**config.mk**
```make
export PLATFORM = sky130hd
export DESIGN_NAME = conv_mem_sched
export DESIGN_NICKNAME = d
export VERILOG_FILES = /design/src/rtl/conv_mem_sched.sv
export SDC_FILE = /design/constraint.sdc
export NUM_CORES = 1
export LEC_CHECK = 0
export BUFFER_PORTS_ARGS = -buffer_cell sky130_fd_sc_hd__buf_2
export CAP_MARGIN = 5
export CELL_PAD_IN_SITES_DETAIL_PLACEMENT = 2
export CELL_PAD_IN_SITES_GLOBAL_PLACEMENT = 2
export CORE_MARGIN = 4
export CORE_UTILIZATION = 37
export CTS_BUF_LIST = sky130_fd_sc_hd__clkbuf_2
export CTS_CLUSTER_DIAMETER = 100
export DETAILED_ROUTE_END_ITERATION = 6
export GPL_TIMING_DRIVEN = 1
export PLACE_DENSITY = 0.84
export SETUP_SLACK_MARGIN = 0.2
export SYNTH_ARGS = -nofsm -noshare
export SYNTH_HDL_FRONTEND = slang
export SYNTH_SLANG_ARGS = --single-unit
```
**constraint.sdc**
```tcl
create_clock -name clk -period 11.9 [get_ports clk]
set_input_delay 1.19 -clock clk [delete_from_list [all_inputs] [get_ports clk]]
set_output_delay 1.19 -clock clk [all_outputs]
set_load 0.02 [all_outputs]
```
**src/rtl/conv_mem_sched.sv**
```systemverilog
// conv_mem_sched: per-tile scheduler sharing one word-addressed memory port between three load FIFOs and the store FIFO.
// Define CONV_SCHED_OUT_LD_EN to let the out_fm_ld stream load out_fm_num words of partial sums.
module conv_mem_sched #(
    parameter int DW     = 32,
    parameter int AW     = 32,
    parameter int CW     = 16,
    parameter int MAX_OS = 8
) (
    input  logic          clk,
    input  logic          rst,
    input  logic          start,
    input  logic [AW-1:0] in_fm_base,
    input  logic [AW-1:0] weight_base,
    input  logic [AW-1:0] out_fm_base,
    input  logic [CW-1:0] in_fm_num,
    input  logic [CW-1:0] weight_num,
    input  logic [CW-1:0] out_fm_num,
    output logic          busy,
    output logic          done,
    output logic          mem_req,
    output logic          mem_we,
    output logic [AW-1:0] mem_addr,
    output logic [DW-1:0] mem_wdata,
    output logic [1:0]    mem_tag,
    input  logic          mem_gnt,
    input  logic          mem_rvalid,
    input  logic [DW-1:0] mem_rdata,
    input  logic [1:0]    mem_rtag,
    output logic          in_fm_push,
    output logic          weight_push,
    output logic          out_fm_ld_push,
    output logic [DW-1:0] in_fm_data,
    output logic [DW-1:0] weight_data,
    output logic [DW-1:0] out_fm_ld_data,
    input  logic          in_fm_almost_full,
    input  logic          weight_almost_full,
    input  logic          out_fm_ld_almost_full,
    output logic          out_fm_st_pop,
    input  logic [DW-1:0] out_fm_st_q,
    input  logic          out_fm_st_empty
);
`ifdef CONV_SCHED_OUT_LD_EN
    localparam int NLD = 3;
`else
    localparam int NLD = 2;
`endif
    localparam int OSW = $clog2(MAX_OS + 1);

    typedef enum logic [1:0] {S_IDLE = 2'd0, S_RUN = 2'd1, S_DONE = 2'd2} state_t;

    state_t          state_q, state_d;
    logic [AW-1:0]   base_q [3];
    logic [CW-1:0]   num_q  [3];
    logic [CW-1:0]   cnt_q  [3];
    logic [CW-1:0]   st_cnt_q;
    logic [OSW-1:0]  os_q;
    logic [1:0]      ptr_q;
    logic            st_pend_q, pop_q, hold_q;
    logic [1:0]      hold_tag_q;
    logic [DW-1:0]   wdata_q, pdata_q;
    logic [NLD-1:0]  push_q;

    logic [2:0] af_s, elig_s, ld_done_s;
    logic       pop_s, ld_req_s, rd_acc_s, wr_acc_s, ret_s, all_done_s;
    logic [1:0] ld_sel_s, idx_s;

    assign af_s = {out_fm_ld_almost_full, weight_almost_full, in_fm_almost_full};

    // Per-stream eligibility and completion; streams beyond NLD never load and count as complete.
    always_comb begin
        elig_s    = 3'b000;
        ld_done_s = 3'b000;
        for (int k = 0; k < 3; k++) begin
            ld_done_s[k] = (k >= NLD) || (cnt_q[k] == num_q[k]);
            elig_s[k]    = (state_q == S_RUN) && (k < NLD) && (cnt_q[k] < num_q[k]) &&
                           !af_s[k] && (os_q < OSW'(MAX_OS));
        end
    end

    // Store pop has priority; it waits for any held load request so that request stays stable.
    assign pop_s = (state_q == S_RUN) && (st_cnt_q < num_q[2]) && !out_fm_st_empty &&
                   !st_pend_q && !hold_q;

    // Round-robin load pick starting at ptr_q, or the request still waiting for a grant.
    always_comb begin
        ld_req_s = 1'b0;
        ld_sel_s = 2'd0;
        idx_s    = 2'd0;
        if (hold_q) begin
            ld_req_s = 1'b1;
            ld_sel_s = hold_tag_q;
        end else if (!st_pend_q && !pop_s) begin
            for (int i = NLD - 1; i >= 0; i--) begin
                idx_s = 2'((int'(ptr_q) + i) % NLD);
                if (elig_s[idx_s]) begin
                    ld_req_s = 1'b1;
                    ld_sel_s = idx_s;
                end else begin
                    ld_req_s = ld_req_s;
                end
            end
        end else begin
            ld_req_s = 1'b0;
        end
    end

    // Memory request mux: pending store first, then the selected load.
    always_comb begin
        mem_req  = 1'b0;
        mem_we   = 1'b0;
        mem_addr = '0;
        mem_tag  = 2'd0;
        if (st_pend_q) begin
            mem_req  = 1'b1;
            mem_we   = 1'b1;
            mem_addr = base_q[2] + AW'(st_cnt_q);
        end else if (ld_req_s) begin
            mem_req  = 1'b1;
            mem_addr = base_q[ld_sel_s] + AW'(cnt_q[ld_sel_s]);
            mem_tag  = ld_sel_s;
        end else begin
            mem_req  = 1'b0;
        end
    end

    // The store FIFO output is valid only the cycle after pop, so pass it through until captured.
    assign mem_wdata = pop_q ? out_fm_st_q : wdata_q;

    assign rd_acc_s   = mem_req && mem_gnt && !mem_we;
    assign wr_acc_s   = mem_req && mem_gnt && mem_we;
    assign ret_s      = mem_rvalid && (state_q != S_IDLE) && (os_q != '0);
    assign all_done_s = (&ld_done_s) && (st_cnt_q == num_q[2]) && !st_pend_q && (os_q == '0);

    // Tile sequencing.
    always_comb begin
        state_d = state_q;
        case (state_q)
            S_IDLE:  state_d = start ? S_RUN : S_IDLE;
            S_RUN:   state_d = all_done_s ? S_DONE : S_RUN;
            S_DONE:  state_d = S_IDLE;
            default: state_d = S_IDLE;
        endcase
    end

    // State, counters, store handshake and registered FIFO pushes.
    always_ff @(posedge clk) begin
        if (rst) begin
            state_q    <= S_IDLE;
            st_cnt_q   <= '0;
            os_q       <= '0;
            ptr_q      <= 2'd0;
            st_pend_q  <= 1'b0;
            pop_q      <= 1'b0;
            hold_q     <= 1'b0;
            hold_tag_q <= 2'd0;
            wdata_q    <= '0;
            pdata_q    <= '0;
            push_q     <= '0;
            for (int k = 0; k < 3; k++) begin
                base_q[k] <= '0;
                num_q[k]  <= '0;
                cnt_q[k]  <= '0;
            end
        end else begin
            state_q <= state_d;
            if ((state_q == S_IDLE) && start) begin
                base_q[0] <= in_fm_base;
                base_q[1] <= weight_base;
                base_q[2] <= out_fm_base;
                num_q[0]  <= in_fm_num;
                num_q[1]  <= weight_num;
                num_q[2]  <= out_fm_num;
                for (int k = 0; k < 3; k++) cnt_q[k] <= '0;
                st_cnt_q  <= '0;
            end else begin
                if (rd_acc_s) cnt_q[ld_sel_s] <= cnt_q[ld_sel_s] + CW'(1);
                if (wr_acc_s) st_cnt_q <= st_cnt_q + CW'(1);
            end
            case ({rd_acc_s, ret_s})
                2'b10:   os_q <= os_q + OSW'(1);
                2'b01:   os_q <= os_q - OSW'(1);
                default: os_q <= os_q;
            endcase
            if (rd_acc_s) ptr_q <= 2'((int'(ld_sel_s) + 1) % NLD);
            hold_q     <= ld_req_s && !st_pend_q && !mem_gnt;
            hold_tag_q <= ld_sel_s;
            pop_q      <= pop_s;
            if (pop_s) st_pend_q <= 1'b1;
            else if (wr_acc_s) st_pend_q <= 1'b0;
            if (pop_q) wdata_q <= out_fm_st_q;
            push_q <= '0;
            if (mem_rvalid && (state_q != S_IDLE)) begin
                for (int k = 0; k < NLD; k++) begin
                    if (mem_rtag == 2'(k)) begin
                        push_q[k] <= 1'b1;
                        pdata_q   <= mem_rdata;
                    end
                end
            end
        end
    end

    assign busy          = (state_q != S_IDLE);
    assign done          = (state_q == S_DONE);
    assign out_fm_st_pop = pop_s;
    assign in_fm_push    = push_q[0];
    assign weight_push   = push_q[1];
    assign in_fm_data    = pdata_q;
    assign weight_data   = pdata_q;
`ifdef CONV_SCHED_OUT_LD_EN
    assign out_fm_ld_push = push_q[2];
    assign out_fm_ld_data = pdata_q;
`else
    assign out_fm_ld_push = 1'b0;
    assign out_fm_ld_data = '0;
`endif
endmodule

```
==> summary.json <==
{
  "worst_r2r_path_depth": {"value": 11},
  "power.total": {"value": 2.583, "unit": "mW"},
  "timing.rr.end": {"value": "cnt_q[2][2]"},
  "hold_buffers": {"value": 0},
  "synth.lib_cells_used.distinct": {"value": 79},
  "criticalPathCategory": {"value": "flop to primary output"},
  "clock_path_buffers": {"value": 3},
  "gp_congestion": {"value": 0.8459},
  "cts_resized": {"value": 0},
  "die-area": {"value": 47960, "unit": "um^2"},
  "fmaxAchievable": {"value": 108.6, "unit": "MHz"},
  "drive_above_1_share": {"value": 0.2802},
  "crit_arrival": {"value": 8.01, "unit": "ns"},
  "wl_per_cell": {"value": 22.50, "unit": "um"},
  "run_status": {"value": "completed"},
  "synth_area": {"value": 16470, "unit": "um^2"},
  "final_period_minus_worst_setup_slack": {"value": 9.205, "unit": "ns"},
  "timing.final.crit_share": {"value": 0.7735},
  "dp_hpwl": {"value": 44740, "unit": "um"},
  "p_per_area": {"value": 133.7, "unit": "nW/um^2"},
  "grt_antenna_before_repair": {"value": 8},
  "crit_family": {"value": "compound AO/OA/AOI/OAI gates"},
  "std_cell_rows": {"value": 77},
  "cp.required": {"value": 10.71, "unit": "ns"},
  "sequence_of_cells_on_the_critical_path": {"value": "ha_1 > nand4_1 > nor4_2 > a21boi_1 > o31ai_2 > o31ai_4 > buf_4 > o22a_1 > a21boi_0 > inv_1 > fa_1 > nand2b_1 > or2_2 > o32ai_4 > a41oi_4 > or3_1 > o221ai_1 > buf_2"},
  "nature_of_the_critical_path_startpoint": {"value": "flop"},
  "first_global_vias": {"value": 14930},
  "worst_slew_margin_rel": {"value": 0.1963},
  "wire_length_of_the_first_global_routing_pass": {"value": 87170, "unit": "um"},
  "number_of_cells_in_the_finished_layout_apart_from_fillers": {"value": 2633},
  "postSynthRegisterBits": {"value": 302},
  "worst_hold_path_type": {"value": "primary input to flop"},
  "grt_util_all_layers": {"value": 0.2379},
  "rsz0062_at_grt": {"value": "false"},
  "floorplan.die.width": {"value": 219.0, "unit": "um"},
  "finish.net_count": {"value": 2279},
  "worst-slew-pin-transition": {"value": 1.205, "unit": "ns"},
  "globalRoute.totalOverflow": {"value": 0},
  "cts-root-buf": {"value": "sky130_fd_sc_hd__clkbuf_2"},
  "clkSlewWorstSetupHoldPaths": {"value": 0.12, "unit": "ns"},
  "detail-route-antenna-nets": {"value": 0},
  "fillerInstances": {"value": 4866},
  "floorplan.initialDensity": {"value": 0.3733},
  "final-max-slew-violation-count": {"value": 0},
  "wl": {"value": 59230, "unit": "um"},
  "critPathCapture": {"value": "mem_addr[28]"},
  "power.static_leakage": {"value": 8.645, "unit": "nW"},
  "tritoncts": {"value": "built"},
  "grt_max_degree": {"value": 85},
  "rrSetupSlack": {"value": 5.98, "unit": "ns"},
  "max_stage_delay": {"value": 1.06, "unit": "ns"},
  "critical_path_buffer_and_inverter_count": {"value": 3},
  "post_cts.repair.setup_buffers": {"value": 0},
  "layout.core_utilization": {"value": 0.4377},
  "dieHeight": {"value": 219.0, "unit": "um"},
  "numPortBuffers": {"value": 354},
  "coreArea": {"value": 44120, "unit": "um^2"},
  "placed_cells_incl_taps": {"value": 2479},
  "timing.hold.ws": {"value": 0.4198, "unit": "ns"},
  "syn_avg_cell_area": {"value": 10.18, "unit": "um^2"},
  "cpMaxStageDelayCell": {"value": "sky130_fd_sc_hd__o31ai_4"},
  "hold_viol_final": {"value": 0},
  "first_iter_violations": {"value": 712},
  "tritoncts.num_buffers": {"value": 83},
  "drc": {"value": 0},
  "route.vias.total": {"value": 13520},
  "boundaryPins": {"value": 389},
  "endpoint_kind": {"value": "primary output"},
  "ys_seq_area_frac": {"value": 0.4934},
  "total_iterations_of_the_first_detailed_routing_run": {"value": 4},
  "area_growth_syn_to_layout": {"value": 17.24, "unit": "%"},
  "hold_path.startpoint": {"value": "mem_rtag[0]"},
  "post_synth_edffs": {"value": 208},
  "htree_num_levels": {"value": 3},
  "finalSetupViolCount": {"value": 0},
  "critical_path_cell_count": {"value": 18},
  "final.setup.tns": {"value": 0, "unit": "ns"},
  "postSynth.topFlopCell": {"value": "sky130_fd_sc_hd__edfxtp_1"},
  "yosys_warnings": {"value": 0},
  "max-vdd-ir-drop": {"value": 62.87, "unit": "uV"},
  "cts.sink_count": {"value": 302},
  "postSynthCellCount": {"value": 1618},
  "clk_latency": {"value": 1.01, "unit": "ns"},
  "maxCapViolCount": {"value": 0},
  "critPathMaxFanout": {"value": 22},
  "async_reset_ff_frac": {"value": 0},
  "crit_startpoint": {"value": "st_cnt_q[15]"},
  "fin_worst_skew": {"value": 0.1049, "unit": "ns"},
  "r2r_start": {"value": "st_cnt_q[15]"},
  "drt-vias-per-instance": {"value": 5.136}
}
[kinds of logic after synthesis]
family | count (synthesis) | synth area share
simple gates | 618 | 0.1897
flops | 302 | 0.4934
compound gates | 243 | 0.1025
buf+inv | 235 | 0.06950
fa+ha+maj | 88 | 0.06821
xor+xnor | 83 | 0.04459
mux | 48 | 0.03175
other cells | 1 | 0.0002277
[final cells by class]
type	instances	area (um^2)	share of cell area
Timing Repair Buffer	369	1884	0.09757
Clock inverter	19	152.6	0.007904
Inverter	103	391.6	0.02028
Tap cell	592	740.7	0.03835
Clock buffer	132	660.6	0.03421
Multi-Input combinational cell	1113	7347	0.3804
Antenna cell	3	7.507	0.0003887
Sequential cell	302	8128	0.4209
[cells in the mapped netlist, types with 21 or more instances]
| master | number | area (um^2) |
|---|---|---|
| sky130_fd_sc_hd__mux2_2 | 34 | 382.9 |
| sky130_fd_sc_hd__o22ai_1 | 32 | 200.2 |
| sky130_fd_sc_hd__nor3_1 | 21 | 105.1 |
| sky130_fd_sc_hd__edfxtp_1 | 208 | 6246 |
| sky130_fd_sc_hd__xnor2_1 | 40 | 350.3 |
| sky130_fd_sc_hd__o21ai_0 | 29 | 145.1 |
| sky130_fd_sc_hd__dfxtp_1 | 94 | 1882 |
| sky130_fd_sc_hd__nor2b_1 | 40 | 250.2 |
| sky130_fd_sc_hd__buf_4 | 67 | 503.0 |
| sky130_fd_sc_hd__ha_1 | 85 | 1064 |
| sky130_fd_sc_hd__nor2_1 | 147 | 551.8 |
| sky130_fd_sc_hd__nand2_1 | 147 | 551.8 |
| sky130_fd_sc_hd__inv_1 | 102 | 382.9 |
| sky130_fd_sc_hd__clkbuf_1 | 53 | 198.9 |
| sky130_fd_sc_hd__a21oi_1 | 79 | 395.4 |
| sky130_fd_sc_hd__nand4_1 | 22 | 137.6 |
| sky130_fd_sc_hd__xor2_1 | 42 | 367.9 |
| sky130_fd_sc_hd__nand3_1 | 27 | 135.1 |
| sky130_fd_sc_hd__and2_1 | 148 | 925.9 |
[per-layer routing]
| metal | global-route usage | part of all wire | vias up |
|---|---|---|---|
| met5 | 0 | 0.00088 | - |
| met4 | 0.08890 | 0.030 | 8 |
| met3 | 0.04763 | 0.058 | 103 |
| met2 | 0.4354 | 0.51 | 422 |
| met1 | 0.2738 | 0.40 | 6708 |
| li1 | - | - | 6282 |
[stage by stage]
step | worst slack, ns | area, um^2
floorplan | 5.250 | 16590
global placement | 3.801 | 18490
detailed placement | 3.484 | 18490
CTS | 2.543 | 19300
global route | 2.231 | 19310
finish | 2.695 | 19310
[placed cells by master, fill, tap and decap left out, drive strengths merged, types with 4 or more instances in the layout]
cell and count:
a21boi 4, nor2 148, o31ai 5, a21oi 79, clkinv 13, nand2 147
nor4 7, nand4 22, mux2 34, inv 106, o21ai 32, edfxtp 208
buf 369, o22ai 32, mux2i 14, nor3 22, xnor2 41, o221ai 18
ha 85, and3 13, dfxtp 94, or3 7, a221o 5, nand2b 19
and2 148, or2 5, o211ai 5, nor2b 40, nand3 27, conb 33
clkbuf 132, a21o 13, xor2 42, o21bai 4, o22a 8
[worst min-delay path by stage]
stage                     end  cells after the start
2_1_floorplan        ptr_q[0]                      2
3_3_place_gp   in_fm_data[13]                      2
3_5_place_dp    in_fm_data[0]                      2
4_1_cts             push_q[0]                      2
5_1_grt             push_q[0]                      2
6_report            push_q[0]                      2
[registers in the layout, summed over array words and instances (netlist names)]
signal	cells
wdata_q	32
state_q	2
ptr_q	1
push_q	2
base_q	96
hold_tag_q	2
st_pend_q	1
st_cnt_q	16
cnt_q	64
in_fm_data	32
hold_q	1
num_q	48
pop_q	1
os_q	4
[where the power goes]
| group | total [mW] | internal [mW] | switching, mW |
|---|---|---|---|
| clock network | 0.827 | 0.356 | 0.471 |
| logic | 0.525 | 0.181 | 0.344 |
| registers | 1.23 | 1.19 | 0.0367 |
(Power assumes the default switching activity.)
